--- src/rtl/fifo_pkg.sv ---
// Shared definitions for the synchronous FIFO and its read-side stream engine.
package fifo_pkg;

  localparam int FIFO_DATA_WIDTH = 16;
  localparam int FIFO_DEPTH      = 64;
  localparam int RD_BUF_DEPTH    = 3;

  typedef enum logic [1:0] {
    IDLE  = 2'd0,
    RUN   = 2'd1,
    DRAIN = 2'd2,
    FLUSH = 2'd3
  } rd_state_t;

  // Circular pointer advance for the 3-entry read buffer (2 -> 0).
  function automatic logic [1:0] rd_ptr_inc(input logic [1:0] ptr);
    return (ptr == 2'(RD_BUF_DEPTH - 1)) ? 2'd0 : (ptr + 2'd1);
  endfunction

endpackage

--- src/rtl/rd_skid_buf3.sv ---
// Three-entry circular buffer absorbing the FIFO's registered read latency.
// Clear has priority over push/pop; push into a full buffer and pop from an empty one are ignored.
module rd_skid_buf3
  import fifo_pkg::*;
#(
  parameter int DATA_WIDTH = FIFO_DATA_WIDTH
) (
  input  logic                  clk,
  input  logic                  rst,
  input  logic                  clear_i,
  input  logic                  push_i,
  input  logic [DATA_WIDTH-1:0] push_data_i,
  input  logic                  pop_i,
  output logic [1:0]            occ_o,
  output logic [DATA_WIDTH-1:0] head_o
);

  logic [DATA_WIDTH-1:0] mem_q [RD_BUF_DEPTH];
  logic [1:0]            wr_ptr_q, wr_ptr_d;
  logic [1:0]            rd_ptr_q, rd_ptr_d;
  logic [1:0]            occ_q, occ_d;
  logic                  pop_ok_s, push_ok_s;

  assign pop_ok_s  = pop_i && (occ_q != 2'd0);
  assign push_ok_s = push_i && ((occ_q != 2'(RD_BUF_DEPTH)) || pop_ok_s);

  always_comb begin
    wr_ptr_d = wr_ptr_q;
    rd_ptr_d = rd_ptr_q;
    occ_d    = occ_q;
    if (clear_i) begin
      wr_ptr_d = 2'd0;
      rd_ptr_d = 2'd0;
      occ_d    = 2'd0;
    end else begin
      if (push_ok_s) begin
        wr_ptr_d = rd_ptr_inc(wr_ptr_q);
      end else begin
        wr_ptr_d = wr_ptr_q;
      end
      if (pop_ok_s) begin
        rd_ptr_d = rd_ptr_inc(rd_ptr_q);
      end else begin
        rd_ptr_d = rd_ptr_q;
      end
      case ({push_ok_s, pop_ok_s})
        2'b10:   occ_d = occ_q + 2'd1;
        2'b01:   occ_d = occ_q - 2'd1;
        default: occ_d = occ_q;
      endcase
    end
  end

  always_ff @(posedge clk or posedge rst) begin
    if (rst) begin
      wr_ptr_q <= 2'd0;
      rd_ptr_q <= 2'd0;
      occ_q    <= 2'd0;
      for (int i = 0; i < RD_BUF_DEPTH; i++) begin
        mem_q[i] <= '0;
      end
    end else begin
      wr_ptr_q <= wr_ptr_d;
      rd_ptr_q <= rd_ptr_d;
      occ_q    <= occ_d;
      if (push_ok_s && !clear_i) begin
        mem_q[wr_ptr_q] <= push_data_i;
      end
    end
  end

  assign occ_o  = occ_q;
  assign head_o = mem_q[rd_ptr_q];

endmodule

--- src/rtl/fifo_rd_stream.sv ---
// Drains the synchronous FIFO onto a valid/ready stream with m_last every BURST_LEN beats.
// Define FIFO_RD_STREAM_STATS_EN to add the xfer_count / stall_count statistics ports.
module fifo_rd_stream
  import fifo_pkg::*;
#(
  parameter int DATA_WIDTH = FIFO_DATA_WIDTH,
  parameter int BURST_LEN  = 8,
  parameter int BEAT_W     = 8
) (
  input  logic                  clk,
  input  logic                  rst,
  input  logic                  enable,
  input  logic                  flush,
  input  logic                  fifo_empty,
  input  logic                  fifo_underflow_err,
  output logic                  fifo_rd_en,
  input  logic [DATA_WIDTH-1:0] fifo_rd_data,
  output logic                  m_valid,
  input  logic                  m_ready,
  output logic [DATA_WIDTH-1:0] m_data,
  output logic                  m_last,
  output logic                  busy,
  output logic                  proto_err
`ifdef FIFO_RD_STREAM_STATS_EN
  ,
  output logic [31:0]           xfer_count,
  output logic [31:0]           stall_count
`endif
);

  rd_state_t             state_q, state_d;
  logic                  inflight_q, inflight_d;
  logic [BEAT_W-1:0]     beat_q, beat_d;
  logic                  proto_err_q, proto_err_d;
  logic [1:0]            occ_s;
  logic [DATA_WIDTH-1:0] head_s;
  logic                  has_room_s;
  logic                  xfer_s;
  logic                  push_s;

  assign has_room_s = ({1'b0, occ_s} + {2'b00, inflight_q}) < 3'(RD_BUF_DEPTH);
  assign fifo_rd_en = (state_q == RUN) && !fifo_empty && has_room_s;
  assign m_valid    = (occ_s != 2'd0);
  assign m_data     = head_s;
  assign m_last     = m_valid && (beat_q == BEAT_W'(BURST_LEN - 1));
  assign xfer_s     = m_valid && m_ready && !flush;
  // A word landing in the flush cycle or the FLUSH state belongs to the discarded stream.
  assign push_s     = inflight_q && !flush && (state_q != FLUSH);
  assign busy       = (state_q != IDLE) || (occ_s != 2'd0) || inflight_q;
  assign proto_err  = proto_err_q;

  rd_skid_buf3 #(
    .DATA_WIDTH (DATA_WIDTH)
  ) u_buf (
    .clk         (clk),
    .rst         (rst),
    .clear_i     (flush),
    .push_i      (push_s),
    .push_data_i (fifo_rd_data),
    .pop_i       (xfer_s),
    .occ_o       (occ_s),
    .head_o      (head_s)
  );

  always_comb begin
    state_d = state_q;
    if (flush) begin
      state_d = FLUSH;
    end else begin
      case (state_q)
        IDLE:    state_d = enable ? RUN : IDLE;
        RUN:     state_d = enable ? RUN : DRAIN;
        DRAIN: begin
          if (enable) begin
            state_d = RUN;
          end else if ((occ_s == 2'd0) && !inflight_q) begin
            state_d = IDLE;
          end else begin
            state_d = DRAIN;
          end
        end
        FLUSH:   state_d = IDLE;
        default: state_d = IDLE;
      endcase
    end
  end

  always_comb begin
    inflight_d  = fifo_rd_en;
    proto_err_d = proto_err_q | fifo_underflow_err |
                  (flush && (state_q == DRAIN) && (occ_s != 2'd0));
    if (flush) begin
      beat_d = '0;
    end else if (xfer_s) begin
      beat_d = m_last ? '0 : (beat_q + BEAT_W'(1));
    end else begin
      beat_d = beat_q;
    end
  end

  always_ff @(posedge clk or posedge rst) begin
    if (rst) begin
      state_q     <= IDLE;
      inflight_q  <= 1'b0;
      beat_q      <= '0;
      proto_err_q <= 1'b0;
    end else begin
      state_q     <= state_d;
      inflight_q  <= inflight_d;
      beat_q      <= beat_d;
      proto_err_q <= proto_err_d;
    end
  end

`ifdef FIFO_RD_STREAM_STATS_EN
  logic [31:0] xfer_cnt_q, stall_cnt_q;

  // Saturating statistics; deliberately untouched by flush.
  always_ff @(posedge clk or posedge rst) begin
    if (rst) begin
      xfer_cnt_q  <= 32'd0;
      stall_cnt_q <= 32'd0;
    end else begin
      if (xfer_s && (xfer_cnt_q != 32'hFFFF_FFFF)) begin
        xfer_cnt_q <= xfer_cnt_q + 32'd1;
      end
      if (m_valid && !m_ready && (stall_cnt_q != 32'hFFFF_FFFF)) begin
        stall_cnt_q <= stall_cnt_q + 32'd1;
      end
    end
  end

  assign xfer_count  = xfer_cnt_q;
  assign stall_count = stall_cnt_q;
`endif

endmodule

--- config.mk ---
export PLATFORM = sky130hd
export DESIGN_NAME = fifo_rd_stream
export DESIGN_NICKNAME = d
export VERILOG_FILES = /design/src/rtl/fifo_pkg.sv /design/src/rtl/rd_skid_buf3.sv /design/src/rtl/fifo_rd_stream.sv
export SDC_FILE = /design/constraint.sdc
export NUM_CORES = 1
export LEC_CHECK = 0
export CAP_MARGIN = 20
export CORE_ASPECT_RATIO = 1.4
export CORE_MARGIN = 3
export CORE_UTILIZATION = 61
export DETAILED_ROUTE_END_ITERATION = 10
export DONT_BUFFER_PORTS = 1
export PLACE_DENSITY = 0.77
export SKIP_CTS_REPAIR_TIMING = 1
export SYNTH_ARGS = -nofsm -noshare
export SYNTH_HDL_FRONTEND = slang
export SYNTH_SLANG_ARGS = --single-unit
--- constraint.sdc ---
create_clock -name clk -period 2.6 [get_ports clk]
set_clock_uncertainty 0.1 [all_clocks]
set_input_delay 0.39 -clock clk [delete_from_list [all_inputs] [get_ports clk]]
set_output_delay 0.39 -clock clk [all_outputs]
set_load 0.01 [all_outputs]
Yosys cells after proc, flatten, opt, wreduce, memory -nomap -nowiden --
Index checks and enable logic that the tools add are counted.
Word-level totals: register bits after elaboration 66, input bits 23, output and inout bits 21, logic and storage cells 85
Cells by class: add/sub/neg operators 6, magnitude comparators 4, equal/unequal tests 10, mux-type cells 23, bitwise gates (word level) 4, reduce and logical (&&, ||, !) cells 28
Operator list (count):
- 48-bit bitwise mux | 1
- 16-bit 2-to-1 mux | 3
- 16-bit binary-select mux with 2-bit select | 1
- 16-bit demux with 2-bit select | 1
- 8-bit 2-to-1 mux | 3
- 2-bit 2-to-1 mux | 11
- 1-bit logical AND | 14
- 2-bit == test, second input constant | 5
- 2-bit nonzero test | 5
- 8-bit by 1-bit adder with 8-bit output, second input constant | 1
- 8-bit by 3-bit == test with 1-bit output, second input constant | 1
- 2-bit case mux with 4 select lines | 1
- 2-bit by 1-bit adder with 2-bit output, second input constant | 3
- 3-bit greater-or-equal comparator, second input constant | 2
- 2-bit NOT with 3-bit output | 2
- 2-bit by 1-bit == test with 1-bit output, second input constant | 2
- 2-bit logical NOT | 2
- 2-bit != test, second input constant | 2
- 2-bit case mux with 2 select lines | 1
- 2-bit by 1-bit adder with 3-bit output | 1
- 1-bit logical NOT | 3
- 1-bit logical OR | 3
- 3-bit by 1-bit < comparator with 1-bit output, second input constant | 1
- 3-bit by 2-bit < comparator with 1-bit output, second input constant | 1
- other kinds (4) | 5

Logic depth before layout (Yosys ltp) --
Gate-level depths: netlist of run 1.
depth in word-level cells 9, mapped depth 7, depth with buffers taken out 5

Cells and area by module --
A second synthesis of run 1 with hierarchy kept.
Unflattened totals: cell total of the unflattened synthesis 261, area, all modules 3271.9 µm²
By module, submodules not included:
- rd_skid_buf3 | instances 1, cells an instance 193, area each 2620.0 µm², sequential area each 1351.3 µm²
- fifo_rd_stream | instances 1, cells an instance 68, area each 651.9 µm², sequential area each 300.3 µm²

Worst setup path before layout of run 1 --
OpenSTA, ideal clock, no wires.
path kind reg2out, from register u_buf.occ_q[0], in the netlist u_buf.occ_o[0], to output fifo_rd_en, data arrival time 1.662 ns, slack 0.448 ns, stages on the path, launching flop included 4, cell sequence dfrtp_1 > ha_1 > ha_1 > a2111oi_0
On the way: longest elaborated chain between the ends 3
Ends and longest elaborated chain:
- start, declared | RTL line rd_skid_buf3.sv:21 | logic [1:0] occ_q, occ_d;
- start signal, assigned | RTL line rd_skid_buf3.sv:58 | occ_q <= 2'd0;
- start signal, assigned | RTL line rd_skid_buf3.sv:65 | occ_q <= occ_d;
- 2-bit by 1-bit adder with 3-bit output | RTL line fifo_rd_stream.sv:41 | assign has_room_s = ({1'b0, occ_s} + {2'b00, inflight_q}) < 3'(RD_BUF_DEPTH);
- 3-bit by 2-bit < comparator with 1-bit output | RTL line fifo_rd_stream.sv:41
- 1-bit logical AND | RTL line fifo_rd_stream.sv:42 | assign fifo_rd_en = (state_q == RUN) && !fifo_empty && has_room_s;
- end, declared | RTL line fifo_rd_stream.sv:16 | output logic fifo_rd_en,
No other way between the ends.

Worst setup path after layout of run 1 --
Ends and elaborated chain as after synthesis.

==> flow_metrics.py, run 1 <==
metrics = {
    "run_status": {
        "outcome": "completed",
    },
    "yosys": {
        "synth_warnings": 0,
        "syn_avg_cell_area_um2": 12.3,
        "synthesis.area_um2": 3150,
        "synth-simple-area-share_pct": 9.41,
        "postSynth.topFlopCell": "sky130_fd_sc_hd__dfrtp_1",
        "post_synth_xor_area_fraction_pct": 1.11,
        "synth_compound_area_share_pct": 8.42,
        "synthMuxAreaShare_pct": 24.4,
        "yosys.area_share.adder_pct": 1.19,
        "netlist_instances": 256,
        "dominant_combinational_cell_family_by_area_after_synthesis": "multiplexers",
        "synth_nets": 282,
        "async_flop_share_pct": 100,
        "synth_sequential_area_ratio_pct": 52.4,
        "edff_count_synth": 0,
        "yosys_reg_bits": 66,
        "ys_types": 45,
    },
    "timing": {
        "max_slew.worst_pin.slew_ns": 0.581,
        "setup_repair_after_global_routing_missed_its_margin": "false",
        "setup_violations": 0,
        "fin_setup_tns_ns": 0,
        "fin_crit_ns": 2.34,
        "finalMaxSlewViolations": 0,
        "fin_crit_sh_pct": 89.9,
        "final_hold_viol_count": 0,
        "fmax_mhz": 428,
        "max-slew-margin-rel_pct": 61.3,
    },
    "route": {
        "drt_iter0_drc": 34,
        "wl_met1_um": 2330,
        "drc": 0,
        "tritonroute_pass_1_iters": 4,
        "wl_met3_um": 218,
        "routed_wirelength_um": 5550,
        "met2WireLength_um": 2920,
        "drt_wl_cell_um": 16.7,
        "drt-vias-per-instance": 5.77,
        "route.antenna.remaining_nets": 0,
        "top_signal_layer_used": "met4",
        "vias": 1917,
    },
    "floorplan": {
        "floorplan.die_area_um2": 6080,
        "vertical_die_dimension_um": 91.1,
        "chipWidth_um": 66.8,
        "placeable_core_area_um2": 4920,
        "initial_core_util_pct": 64.1,
        "floorplan.rows": 30,
        "floorplan.io_pins": 44,
    },
    "finish": {
        "layout-drive-gt1-share_pct": 30.2,
        "final_cell_mix": "sky130_fd_sc_hd__dfrtp_1 (66), sky130_fd_sc_hd__mux2_2 (39), sky130_fd_sc_hd__nand2_1 (29), sky130_fd_sc_hd__mux2i_1 (18), sky130_fd_sc_hd__o21ai_0 (17)",
        "commonest_non_fill_non_tap_cell_in_the_layout": "sky130_fd_sc_hd__dfrtp_1",
        "final_cell_count_no_fill": 332,
        "antenna-diode-count": 0,
        "nNetsFinal": 290,
        "layout-area-overhead-vs-synth_pct": 8.81,
    },
    "cts": {
        "path_clk_slew_ns": 0.07,
        "cts_made_buffers": 9,
        "tritoncts": "done",
        "cts_root_buf": "sky130_fd_sc_hd__clkbuf_8",
        "clock_tree.htree_level_count": 3,
        "clk_latency_ns": 0.33,
        "clock_sink_count": 66,
        "clock_path_buffers": 2,
    },
    "critical_path": {
        "critical-path-top-cell-by-count": "sky130_fd_sc_hd__ha_1",
        "path_cells": "ha_1 > ha_1 > a2111oi_0 > buf_4",
        "setup.reg_to_reg.worst_slack_ns": 0.46,
        "worst_setup_path_startpoint": "u_buf.occ_o[0]$_DFFE_PP0P_",
        "path_delay_family": "adder cells",
        "critical_path.endpoint_type": "output pin",
        "worstReg2RegEnd": "u_buf.mem_q[15]$_DFFE_PP0P_",
        "critical_path_arrival_ns": 1.85,
        "critical_path.n_buffers_inverters": 1,
        "critical_path.reg2reg.startpoint": "state_q[1]$_DFF_PP0_",
        "worst_path_largest_cell_delay_ns": 0.46,
        "critPathMaxFanout": 8,
        "critPathSlowestCell": "sky130_fd_sc_hd__dfrtp_1",
        "setup.worst_path.end": "fifo_rd_en",
        "timing.critical_path.from_type": "flop",
        "timing.setup.critical_path_class": "reg2out",
        "timing.critical_path.depth": 4,
        "r2r_cells": 4,
        "worstPathRequired_ns": 2.11,
    },
    "hold_path": {
        "min_from": "flush",
        "hp-class": "in2reg",
        "hold_path_depth": 1,
    },
    "power": {
        "cellLeakagePower_nw": 1.54,
        "power.density_cell_area_nw_per_um2": 684,
        "vdd_ir_drop_max_v": 0.000470,
    },
    "flow_run": {
        "cap_viol_max_count": 0,
    },
    "global_routing": {
        "vias_in_the_first_global_route": 2023,
        "grt_overflow": 0,
        "grt_util_all_layers_pct": 20.2,
        "grt_pass1_wl_um": 9300,
        "antenna_found_initial": 0,
        "grt_start_max_net_pins": 27,
    },
    "placement": {
        "post-dp-hpwl_um": 3870,
        "port-buffer-count": 0,
        "numPlacedInstances": 316,
        "routabilityCongestion": 0.735,
    },
}
[state kept, by name, indices dropped and copies added (netlist names)]
name and cells:
u_buf.mem_q 48, u_buf.rd_ptr_q 2, u_buf.wr_ptr_q 2, state_q 2, u_buf.occ_o 2, inflight_q 1, proto_err 1, beat_q 8
[routing by layer]
metal,track usage (%),vias up
li1,-,931
met1,23.2,946
met2,34.2,34
met3,3.84,6
met4,11.2,0
met5,0,-
[cells in the mapped netlist (2+ instances only)]
library cell               instances  share of area (%)
sky130_fd_sc_hd__dfrtp_1          66                 52
sky130_fd_sc_hd__mux2_2           39                 14
sky130_fd_sc_hd__nand2_1          29                3.5
sky130_fd_sc_hd__mux2i_1          18                5.7
sky130_fd_sc_hd__o21ai_0          17                2.7
sky130_fd_sc_hd__mux2_4           10                4.8
sky130_fd_sc_hd__a21oi_1           8                1.3
sky130_fd_sc_hd__clkbuf_1          7               0.83
sky130_fd_sc_hd__nor2_1            7               0.83
sky130_fd_sc_hd__nand3_1           5               0.79
sky130_fd_sc_hd__a31oi_1           3               0.60
sky130_fd_sc_hd__buf_2             3               0.48
sky130_fd_sc_hd__ha_1              3                1.2
sky130_fd_sc_hd__nand2b_1          3               0.60
sky130_fd_sc_hd__a22o_1            2               0.56
sky130_fd_sc_hd__and4_1            2               0.56
sky130_fd_sc_hd__inv_1             2               0.24
sky130_fd_sc_hd__nor3_1            2               0.32
sky130_fd_sc_hd__or2_2             2               0.40
sky130_fd_sc_hd__xnor2_1           2               0.56
sky130_fd_sc_hd__xor2_1            2               0.56
[cells by family after synthesis]
group / count (synthesis)
muxes: 67
xor gates and xnor gates: 4
DFF: 66
adders and majority gates: 3
AOI/OAI and AO/OA: 40
buffers and inverters: 17
and+or+nand+nor: 59
[how the worst min path moves through the flow]
stage | endpoint | slack, ns
2_1_floorplan | beat_q[7]$_DFFE_PP0P_ | 0.35
3_3_place_gp | u_buf.mem_q[18]$_DFFE_PP0P_ | 0.24
3_5_place_dp | beat_q[5]$_DFFE_PP0P_ | 0.25
4_1_cts | beat_q[5]$_DFFE_PP0P_ | -0.12
5_1_grt | beat_q[2]$_DFFE_PP0P_ | 0.0004
6_report | beat_q[2]$_DFFE_PP0P_ | 0.02
[layout make-up]
class | instances | area [µm²]
inverter | 2 | 7.51
clock buffer | 12 | 145
clock inverter | 3 | 40.0
multi-input combinational | 173 | 1410
timing repair buffer | 12 | 92.6
sequential | 66 | 1650
fill | 357 | 1490
tap | 64 | 80.1
[through the flow]
| stage | util, % | total power, mW | setup slack, ns | cell area (µm²) | hold slack [ns] |
|---|---|---|---|---|---|
| global route | 69.7 | 2.47 | 0.187 | 3430 | 0.000418 |
| global placement | 65.8 | 1.54 | 0.511 | 3230 | 0.244 |
| detailed placement | 65.8 | 1.56 | 0.478 | 3230 | 0.253 |
| finish | 69.7 | 2.35 | 0.263 | 3430 | 0.0169 |
| floorplan | - | 1.49 | 0.448 | 3150 | 0.351 |
| CTS | 69.5 | 2.38 | 0.237 | 3420 | -0.117 |
[power by group]
group	switching (mW)	total, mW	internal, mW
sequential	0.0632	1.21	1.15
combinational	0.171	0.323	0.152
clock	0.350	0.811	0.461
(Power assumes the default switching activity.)
==> run 2: changes to the inputs <==
--- a/config.mk
+++ b/config.mk
@@ -5,8 +5,9 @@
 export SDC_FILE = /design/constraint.sdc
 export NUM_CORES = 1
 export LEC_CHECK = 0
+export ABC_AREA = 1
 export CAP_MARGIN = 20
-export CORE_ASPECT_RATIO = 1.4
+export CORE_ASPECT_RATIO = 1.75
 export CORE_MARGIN = 3
 export CORE_UTILIZATION = 61
 export DETAILED_ROUTE_END_ITERATION = 10
==> run 2 against run 1 <==
  * Final area up 3.2%
  * Synthesized cell count up 45%
  * Routed wire length up 19%
  * Hold slack better by 0.016 ns
  * Flip-flop and latch count unchanged
  * Clock power up 2%
  * Power up 19%
  * Global-route usage up 3.1 points
  * Sequential power up 7%
  * Combinational power up 100%
  * Core utilization down 3.0 points
  * Non-clock buffer count down 6
  * Critical path type unchanged
==> flow_metrics.py, run 2 <==
metrics = {
    "power": {
        "cellLeakagePower_nw": 1.69,
        "power.total_mw": 2.79,
        "power.density_cell_area_nw_per_um2": 787,
        "vdd_ir_drop_max_v": 0.000551,
    },
    "critical_path": {
        "timing.critical_path.from_type": "flop",
        "timing.setup.critical_path_class": "reg2out",
        "worstPathRequired_ns": 2.11,
        "critical_path_arrival_ns": 1.95,
        "critical_path.endpoint_type": "output pin",
        "critical_path.n_buffers_inverters": 1,
        "path_cells": "ha_1 > ha_1 > a2111oi_1 > buf_4",
        "critPathMaxFanout": 4,
        "worst_path_largest_cell_delay_ns": 0.48,
        "critical-path-top-cell-by-count": "sky130_fd_sc_hd__ha_1",
        "critPathSlowestCell": "sky130_fd_sc_hd__a2111oi_1",
        "path_delay_family": "adder cells",
    },
    "yosys": {
        "synthDominantAreaCellType": "sky130_fd_sc_hd__dfrtp_1",
        "synth_nets": 398,
        "netlist_instances": 372,
        "netlist_top_cells_area": "sky130_fd_sc_hd__dfrtp_1 (50%), sky130_fd_sc_hd__nand2_1 (11%), sky130_fd_sc_hd__o21ai_2 (9.5%)",
        "edff_count_synth": 0,
        "yosys_reg_bits": 66,
        "ys_types": 29,
        "async_flop_share_pct": 100,
        "post-synth-top-area-fraction_pct": 49.5,
        "synth_warnings": 0,
        "postSynth.topFlopCell": "sky130_fd_sc_hd__dfrtp_1",
        "synthesis.area_um2": 3330,
        "post_synth_most_frequent_cells": "sky130_fd_sc_hd__nand2_1 (95), sky130_fd_sc_hd__dfrtp_1 (66), sky130_fd_sc_hd__nand3_1 (56)",
        "syn_avg_cell_area_um2": 8.96,
        "yosysMostFrequentCell": "sky130_fd_sc_hd__nand2_1",
        "synth_sequential_area_ratio_pct": 49.5,
    },
    "finish": {
        "largest_register_ff_count": 48,
        "reg.largest.list": "u_buf.mem_q x48, beat_q x8",
        "layout-drive-gt1-share_pct": 20.7,
        "final_cell_count_no_fill": 450,
        "final_cell_mix": "sky130_fd_sc_hd__nand2_1 (95), sky130_fd_sc_hd__dfrtp_1 (66), sky130_fd_sc_hd__nand3_1 (56), sky130_fd_sc_hd__o21ai_2 (36), sky130_fd_sc_hd__inv_1 (29)",
        "registers.top_by_ff_count": "u_buf.mem_q",
        "layout-area-overhead-vs-synth_pct": 6.12,
        "antenna-diode-count": 0,
        "commonest_non_fill_non_tap_cell_in_the_layout": "sky130_fd_sc_hd__nand2_1",
        "nNetsFinal": 398,
        "final.fill_count": 460,
    },
    "floorplan": {
        "floorplan.rows": 35,
        "vertical_die_dimension_um": 104,
        "floorplan.io_pins": 44,
        "chipWidth_um": 61.9,
        "initial_core_util_pct": 62.9,
        "floorplan.die_area_um2": 6420,
        "placeable_core_area_um2": 5300,
    },
    "timing": {
        "finalMaxSlewViolations": 0,
        "fin_setup_tns_ns": 0,
        "fin_crit_ns": 2.44,
        "setup_repair_after_global_routing_missed_its_margin": "false",
        "setup_violations": 0,
        "max_slew.worst_pin.slew_ns": 0.602,
        "final_hold_viol_count": 0,
        "fin_crit_sh_pct": 93.7,
        "layout_setup_ws_ns": 0.164,
        "max-slew-margin-rel_pct": 59.8,
        "fmax_mhz": 411,
    },
    "route": {
        "tritonroute_pass_1_iters": 4,
        "route.antenna.remaining_nets": 0,
        "vias": 2520,
        "drc": 0,
        "drt_iter0_drc": 141,
        "drt-vias-per-instance": 5.60,
        "drt_wl_cell_um": 14.6,
        "routed_wirelength_um": 6580,
    },
    "global_routing": {
        "grt_overflow": 0,
        "vias_in_the_first_global_route": 2471,
        "grt_util_all_layers_pct": 23.3,
        "grt_pass1_wl_um": 11300,
        "grt_start_max_net_pins": 40,
        "antenna_found_initial": 0,
    },
    "placement": {
        "routabilityCongestion": 0.726,
        "port-buffer-count": 0,
        "numPlacedInstances": 434,
        "pre_cts_slack_ns": 0.452,
        "post-dp-hpwl_um": 4480,
    },
    "cts": {
        "cts_root_buf": "sky130_fd_sc_hd__clkbuf_8",
        "clk_latency_ns": 0.34,
        "clock_path_buffers": 2,
        "clock_sink_count": 66,
        "tritoncts": "done",
        "path_clk_slew_ns": 0.07,
        "clock_tree.htree_level_count": 3,
        "cts_made_buffers": 9,
    },
    "hold_path": {
        "hp-class": "in2reg",
    },
    "flow_run": {
        "cap_viol_max_count": 0,
    },
    "run_status": {
        "outcome": "completed",
    },
}
==> run 2: final timing paths <==
check	startpoint	endpoint	slack, ns	depth (start not counted)
worst max-delay path	inflight_q$_DFF_PP0_	fifo_rd_en	0.16	4
worst min-delay path	fifo_empty	inflight_q$_DFF_PP0_	0.03	1
worst max register to register	state_q[0]$_DFF_PP0_	u_buf.mem_q[24]$_DFFE_PP0P_	0.84	6
worst min register to register	u_buf.mem_q[22]$_DFFE_PP0P_	u_buf.mem_q[22]$_DFFE_PP0P_	0.38	2
max in group asynchronous	rst	u_buf.occ_o[1]$_DFFE_PP0P_	1.31	3
min in group asynchronous	rst	u_buf.mem_q[40]$_DFFE_PP0P_	0.48	2
==> run 2: kinds of logic (layout without fill, tap and decap cells) <==
family,after synthesis,after routing,synth area share [%]
AND/OR/NAND/NOR,179,179,25.9
AO/OA/AOI/OAI,67,67,14.4
flip-flops,66,66,49.5
buffers and inverters,54,58,8.22
adder cells (fa/ha/maj),3,3,1.13
XOR/XNOR,3,3,0.788
==> run 2: metal layers <==
metal  GRT usage [%]  part of all wire [%]
met5               0                     0
met3            6.61                   4.3
met4            7.59                   1.3
met2            38.3                    54
met1            28.4                    40
==> run 2: final cells by class <==
type	instances	area, µm²	area share (%)
sequential	66	1650	46.7
timing repair buffer	6	60.1	1.70
clock buffer	12	145	4.10
clock inverter	3	40.0	1.13
inverter	37	139	3.93
tap	74	92.6	2.62
multi-input combinational	252	1410	39.9
==> run 2: report_power, final <==
part	switching [mW]	leakage, nW	internal [mW]
combinational	0.447	0.714	0.212
sequential	0.106	0.880	1.19
clock	0.365	0.0962	0.461
==> run 2: metrics by stage <==
| step | area, µm² | hold WS, ns | utilization, % |
|---|---|---|---|
| CTS | 3530 | -0.0887 | 66.6 |
| detailed placement | 3340 | 0.277 | 63.1 |
| global placement | 3340 | 0.270 | 63.1 |
| finish | 3540 | 0.0324 | 66.8 |
| global route | 3540 | 0.0142 | 66.8 |
| floorplan | 3330 | 0.355 | - |
